$ cat src/rtl/alu_exec_controller.sv
// Three-cycle execute sequencer around a combinational ALU: IDLE accepts, EXEC captures the ALU, WB commits.
// One command per three cycles; in_ready is high only in IDLE, so upstream stalls through EXEC and WB.
module alu_exec_controller #(
  parameter int N = 4,
  parameter int REGS = 4,
  localparam int AW = $clog2(REGS)
) (
  input  logic          clk,
  input  logic          reset,
  input  logic          in_valid,
  output logic          in_ready,
  input  logic [3:0]    in_op,
  input  logic [AW-1:0] in_rd,
  input  logic [AW-1:0] in_rs1,
  input  logic [AW-1:0] in_rs2,
  input  logic          in_setflags,
  input  logic [1:0]    in_cond,
  input  logic          load_en,
  input  logic [AW-1:0] load_addr,
  input  logic [N-1:0]  load_data,
  output logic [N-1:0]  alu_a,
  output logic [N-1:0]  alu_b,
  output logic [3:0]    alu_control,
  input  logic [N-1:0]  alu_result,
  input  logic          alu_negative,
  input  logic          alu_zero,
  input  logic          alu_carry,
  input  logic          alu_overflow,
  output logic [3:0]    flags,
  output logic          done,
  output logic          skipped,
  input  logic [AW-1:0] rd_addr,
  output logic [N-1:0]  rd_data
);

  typedef enum logic [1:0] {IDLE, EXEC, WB} state_t;

  state_t        state, state_nxt;
  logic [N-1:0]  regs [REGS];
  logic [N-1:0]  a_q, b_q, res_q;
  logic [3:0]    op_q, fl_q;
  logic [AW-1:0] rd_q;
  logic          sf_q;
  logic [1:0]    cond_q;
  logic          accept, pass;

  assign alu_a       = a_q;
  assign alu_b       = b_q;
  assign alu_control = op_q;
  assign rd_data     = regs[rd_addr];

  // Condition is judged on the committed flags (previous instruction), not on fl_q.
  always_comb begin
    pass = 1'b1;
    case (cond_q)
      2'b00: pass = 1'b1;
      2'b01: pass = flags[2];
      2'b10: pass = !flags[2];
      2'b11: pass = flags[1];
      default: pass = 1'b1;
    endcase
  end

  always_ff @(posedge clk) begin
    if (reset) state <= IDLE;
    else       state <= state_nxt;
  end

  always_comb begin
    state_nxt = state;
    in_ready  = 1'b0;
    accept    = 1'b0;
    done      = 1'b0;
    skipped   = 1'b0;
    case (state)
      IDLE: begin
        in_ready = 1'b1;
        if (in_valid) begin
          accept    = 1'b1;
          state_nxt = EXEC;
        end
      end
      EXEC: state_nxt = WB;
      WB: begin
        state_nxt = IDLE;
        done      = !reset;
        skipped   = !reset && !pass;
      end
      default: state_nxt = IDLE;
    endcase
  end

  always_ff @(posedge clk) begin
    if (reset) begin
      regs   <= '{default: '0};
      flags  <= '0;
      a_q    <= '0;
      b_q    <= '0;
      op_q   <= '0;
      res_q  <= '0;
      fl_q   <= '0;
      rd_q   <= '0;
      sf_q   <= 1'b0;
      cond_q <= '0;
    end else begin
      case (state)
        IDLE: begin
          // Operands read the pre-edge file, so a same-cycle load is not forwarded.
          if (load_en) regs[load_addr] <= load_data;
          if (accept) begin
            a_q    <= regs[in_rs1];
            b_q    <= regs[in_rs2];
            op_q   <= in_op;
            rd_q   <= in_rd;
            sf_q   <= in_setflags;
            cond_q <= in_cond;
          end
        end
        EXEC: begin
          res_q <= alu_result;
          fl_q  <= {alu_negative, alu_zero, alu_carry, alu_overflow};
        end
        WB: begin
          if (pass) begin
            regs[rd_q] <= res_q;
            if (sf_q) flags <= fl_q;
          end
        end
        default: ;
      endcase
    end
  end

endmodule
$ cat config.mk
export PLATFORM = sky130hd
export DESIGN_NAME = alu_exec_controller
export DESIGN_NICKNAME = d
export VERILOG_FILES = /design/src/rtl/alu_exec_controller.sv
export SDC_FILE = /design/constraint.sdc
export NUM_CORES = 1
export LEC_CHECK = 0
export ABC_AREA = 1
export CAP_MARGIN = 40
export CORE_MARGIN = 1
export CORE_UTILIZATION = 52
export CTS_BUF_LIST = sky130_fd_sc_hd__clkbuf_2
export CTS_CLUSTER_DIAMETER = 100
export DETAILED_ROUTE_END_ITERATION = 10
export MAX_ROUTING_LAYER = met4
export PLACE_DENSITY = 0.84
export SYNTH_ARGS = -nofsm -noshare
export SYNTH_HDL_FRONTEND = slang
export SYNTH_SLANG_ARGS = --single-unit
$ cat constraint.sdc
create_clock -name clk -period 2.11 [get_ports clk]
set_clock_uncertainty 0.05 [all_clocks]
set_input_delay 0.633 -clock clk [delete_from_list [all_inputs] [get_ports clk]]
set_output_delay 0.633 -clock clk [all_outputs]
set_load 0.03 [all_outputs]
# Word level (Yosys, flattened, before mapping)
# Index checks and enable logic that the tools add are counted.
[word_totals] reg_bits=47 latch_bits=0 mem_bits_rw=0 romBits=0 out_inout_bits=23 elab_cells=72 n_memories=0
[classes] add_sub_neg=0 n_mul=0 div=0 n_lt_le_gt_ge=7 eq_ne=8 n_shift=0 mux=26 bitwise_logic=5 n_reduce_logical=12
[ops] cell="16-bit bitwise mux" count=2
[ops] cell="16-bit 2-to-1 mux" count=2
[ops] cell="4-bit 2-to-1 mux" count=8
[ops] cell="16-bit one-hot mux with 2 select lines" count=1
[ops] cell="4-bit binary-select mux with 2-bit select" count=3
[ops] cell="4-bit demux with 2-bit select" count=2
[ops] cell="3-bit >= comparator (second input constant)" count=5
[ops] cell="2-bit NOT with 3-bit output" count=5
[ops] cell="2-bit == test (second input constant)" count=3
[ops] cell="3-bit by 1-bit less-than comparator with 1-bit output (second input constant)" count=2
[ops] cell="2-bit inequality test (second input constant)" count=3
[ops] cell="3-bit AND reduction" count=2
[ops] cell="1-bit 2-to-1 mux" count=5
[ops] cell="2-bit by 1-bit == test with 1-bit output (second input constant)" count=2
[ops] cell="2-bit logical NOT" count=2
[ops] cell="1-bit one-hot mux with 4 select lines" count=1
[ops] cell="2-bit one-hot mux with 2 select lines" count=1
[ops] cell="1-bit logical AND" count=3
[ops] cell="1-bit logical NOT" count=3
[ops] cell="2-bit 2-to-1 mux" count=1
[ops] cell="2-bit AND reduction" count=1
[ops] cell="2-bit nonzero test" count=1

# Depth between registers and ports, before layout
[depth] ltp_word=8 depth_mapped=9

# Worst setup path before layout
# Ideal clock, no wire load.
[synth_path] path_kind="input -> output" from="input reset" to="output skipped" t_arrival_ps=1713 path_slack_ps=-286 path_stages=3 path_buffers=2 cell_sequence="clkbuf_1 -> clkbuf_1 -> nor3_1"
[synth_between] elab_chain_len=3
[synth_rtl] element="start: declaration" line="9" source="input logic reset,"
[synth_rtl] element="1-bit logical NOT" line="87" source="skipped = !reset && !pass;"
[synth_rtl] element="1-bit logical AND" line="87"
[synth_rtl] element="1-bit 2-to-1 mux" line="75" source="case (state)"
[synth_rtl] element="end: declaration" line="31" source="output logic skipped,"
# No other way between the ends.

# Worst setup path after layout
[layout_path] from="input rd_addr[0]" to="output rd_data[0]"
[layout_between] elab_chain_len=4
[layout_rtl] element="start: declaration" line="32" source="input logic [AW-1:0] rd_addr,"
[layout_rtl] element="2-bit NOT with 3-bit output (implied by the code)" line="50" source="assign rd_data = regs[rd_addr];"
[layout_rtl] element="4-bit binary-select mux with 2-bit select" line="50"
[layout_rtl] element="4-bit 2-to-1 mux (implied by the code) (2 in a row)" line="50"
[layout_rtl] element="end: declaration" line="33" source="output logic [N-1:0] rd_data"
# No other way between the ends. The select of a mux whose other input is x is not followed.

==> reports/qor.csv <==
metric,value,unit
final_common_cell,nor2_1,
place_hpwl,4.82,mm
n_antenna_cell,0,
htreeDepth,2,
cp_max_fo,5,
fp.dieW,72.2,um
synth-simple-area-share,34.1,%
globalRouteMet3Util,3.89,%
fin_crit,2.04,ns
worstSetupPathType,in -> out,
final_max_slew_viol_count,0,
synthMuxAreaShare,0,%
place_congestion,0.948,
worstPathArrival,1.36,ns
grt_use_met2,45.7,%
drt_wl_total,6.68,mm
insertion_delay,0.40,ns
hold_viol_final,0,
p_leak,1.44,nW
finalCritPeriodShare,96.7,%
ys_ff_latch,47,
synth_compound_area_share,20.3,%
syn_to_final_growth,28.6,%
drcViolationCount,0,
min_to,flags[2],
syn_inst,404,
regToRegSetupSlack,0.52,ns
clk_pin_slew,0.22,ns
fmax,490,MHz
power.density,557,nW/um^2
vias_per_cell,5.38,
finalSetupTns,0,ns
dieArea,5220,um^2
yosysTopAreaCellShare,36.7,%
clockRootBuffer,clkbuf_2,
fp-row-count,25,
instances_no_fill,529,
antenna_left,0,
syn_nets,437,
layout-drive-gt1-share,14.9,%
worst_slew_pin_slew,0.389,ns
layout_common_cells,"nor2_1, o21ai_0, nand2_1, dfxtp_1, nand3_1",
fillers,426,
reg2reg_depth,9,
io_pins,56,
via_count,2846,
placed_cells,517,
clockBufferDepth,2,
grt_pass1_wl,11.2,mm
drt_first_pass_iters,7,
synth_top_family_by_area,simple AND/OR/NAND/NOR gates,
grt_overflow,0,
slew-limit-headroom,74.0,%
synth_xor_area_share,0,%
top_usage_layer,met2,
critPathRequiredTime,1.43,ns
critPathCaptureType,output pin,
core_area,4720,um^2
grt_max_degree,33,
avgSynthCellArea,6.35,um^2
synthAdderAreaFrac,0,%
antenna_found_initial,0,
fin_util,69.8,%
min_path_cells,2,
cts_buffers,5,
start_kind,input port,
status,"finished, final reports clean",
vdd_drop_max,294,uV
wire_per_inst,12.6,um
setup_viol,0,
numPortBuffers,55,
drt_iter0_markers,200,
synth_area_leaders,"dfxtp_1, nor2_1, o21ai_0, a21oi_1, nand3_1",
syn_area,2560,um^2
hp-class,reg -> reg,
tritoncts,yes,
final_nets,495,
gr-usage-met1,36.1,%
cap_violations,0,
grt_use_total,27.7,%
synth_warnings,0,
r2r-end,regs[8],
r2r-start,state[1],
finalPower,1.84,mW
chipHeight,72.2,um
synth.distinct_cells,20,
grt_pass1_vias,2481,
start_util,54.3,%
cts.sinks,47,
yosys.area.top_type,dfxtp_1,
min-delay-start,fl_q[2],
ys_seq_area_share,36.7,%
cells by family (layout without fill, tap and decap cells):
logic type             Yosys count  after routing
AO/OA/AOI/OAI                  101            101
buffers and inverters           48            106
flip-flops                      47             47
AND/OR/NAND/NOR                208            208
how the worst max path moves through the flow:
| stage | startpoint | end | slack [ns] |
|---|---|---|---|
| 6_report | rd_addr[0] | rd_data[0] | 0.07 |
| 5_1_grt | regs[8] | rd_data[0] | -0.03 |
| 4_1_cts | rd_addr[1] | rd_data[1] | 0.004 |
| 3_5_place_dp | rd_addr[0] | rd_data[1] | -0.37 |
| 3_3_place_gp | rd_addr[0] | rd_data[3] | -0.30 |
| 2_1_floorplan | reset | skipped | -0.05 |
per-stage QoR:
step / setup slack, ns / hold slack (ns) / area (um^2)
floorplan: -0.0467 / 0.387 / 2580
global placement: -0.299 / 0.399 / 3180
detailed placement: -0.370 / 0.404 / 3180
CTS: 0.00419 / 0.403 / 3230
global route: -0.0254 / 0.409 / 3300
finish: 0.0696 / 0.405 / 3300
area by class of cell:
cell class / count / area (um^2) / area share (%)
Inverter: 29 / 119 / 3.60
Timing Repair inverter: 1 / 7.51 / 0.228
Timing Repair Buffer: 69 / 644 / 19.5
Multi-Input combinational cell: 309 / 1460 / 44.3
Clock inverter: 2 / 8.76 / 0.266
Sequential cell: 47 / 950 / 28.8
Tap cell: 67 / 83.8 / 2.54
Clock buffer: 5 / 25.0 / 0.759
per-layer routing:
metal	wire length [um]	share of wire (%)
met3	403	6.0
met1	2980	45
met2	3240	48
met5	0	0
met4	57	0.85
critical path: stages:
cell        delay (ns)
buf_2             0.16
clkinvlp_4        0.18
a21oi_2           0.19
a21oi_2           0.05
buf_6             0.14
power by group:
part | switching [mW] | total [mW] | internal (mW)
registers | 0.0476 | 0.998 | 0.950
logic | 0.303 | 0.500 | 0.197
clock network | 0.270 | 0.340 | 0.0702
cell usage after synthesis:
cell / instances
a21oi_1: 44
buf_2: 2
buf_4: 3
buf_6: 4
clkbuf_1: 10
clkinv_1: 1
dfxtp_1: 47
inv_1: 25
inv_2: 1
inv_4: 2
nand2_1: 45
nand2_2: 2
nand2_4: 1
nand2_8: 1
nand3_1: 38
nor2_1: 118
nor2_4: 2
nor3_1: 1
o21ai_0: 53
o21ai_2: 4
state kept, by name, indices dropped and copies added (netlist names), 4 cells and up:
name,count
alu_a,4
alu_b,4
alu_control,4
fl_q,4
flags,4
regs,16
res_q,4
timing repair:
item / in CTS / in global routing
pin swaps: 0 / 3
endpoints found under the setup margin: 23 / 6
hold buffers: 0 / 0
resized for setup: 40 / 22
buffers inserted: 1 / 3
cloned: 1 / 0
No activity file was read; power rests on OpenSTA's default activity.
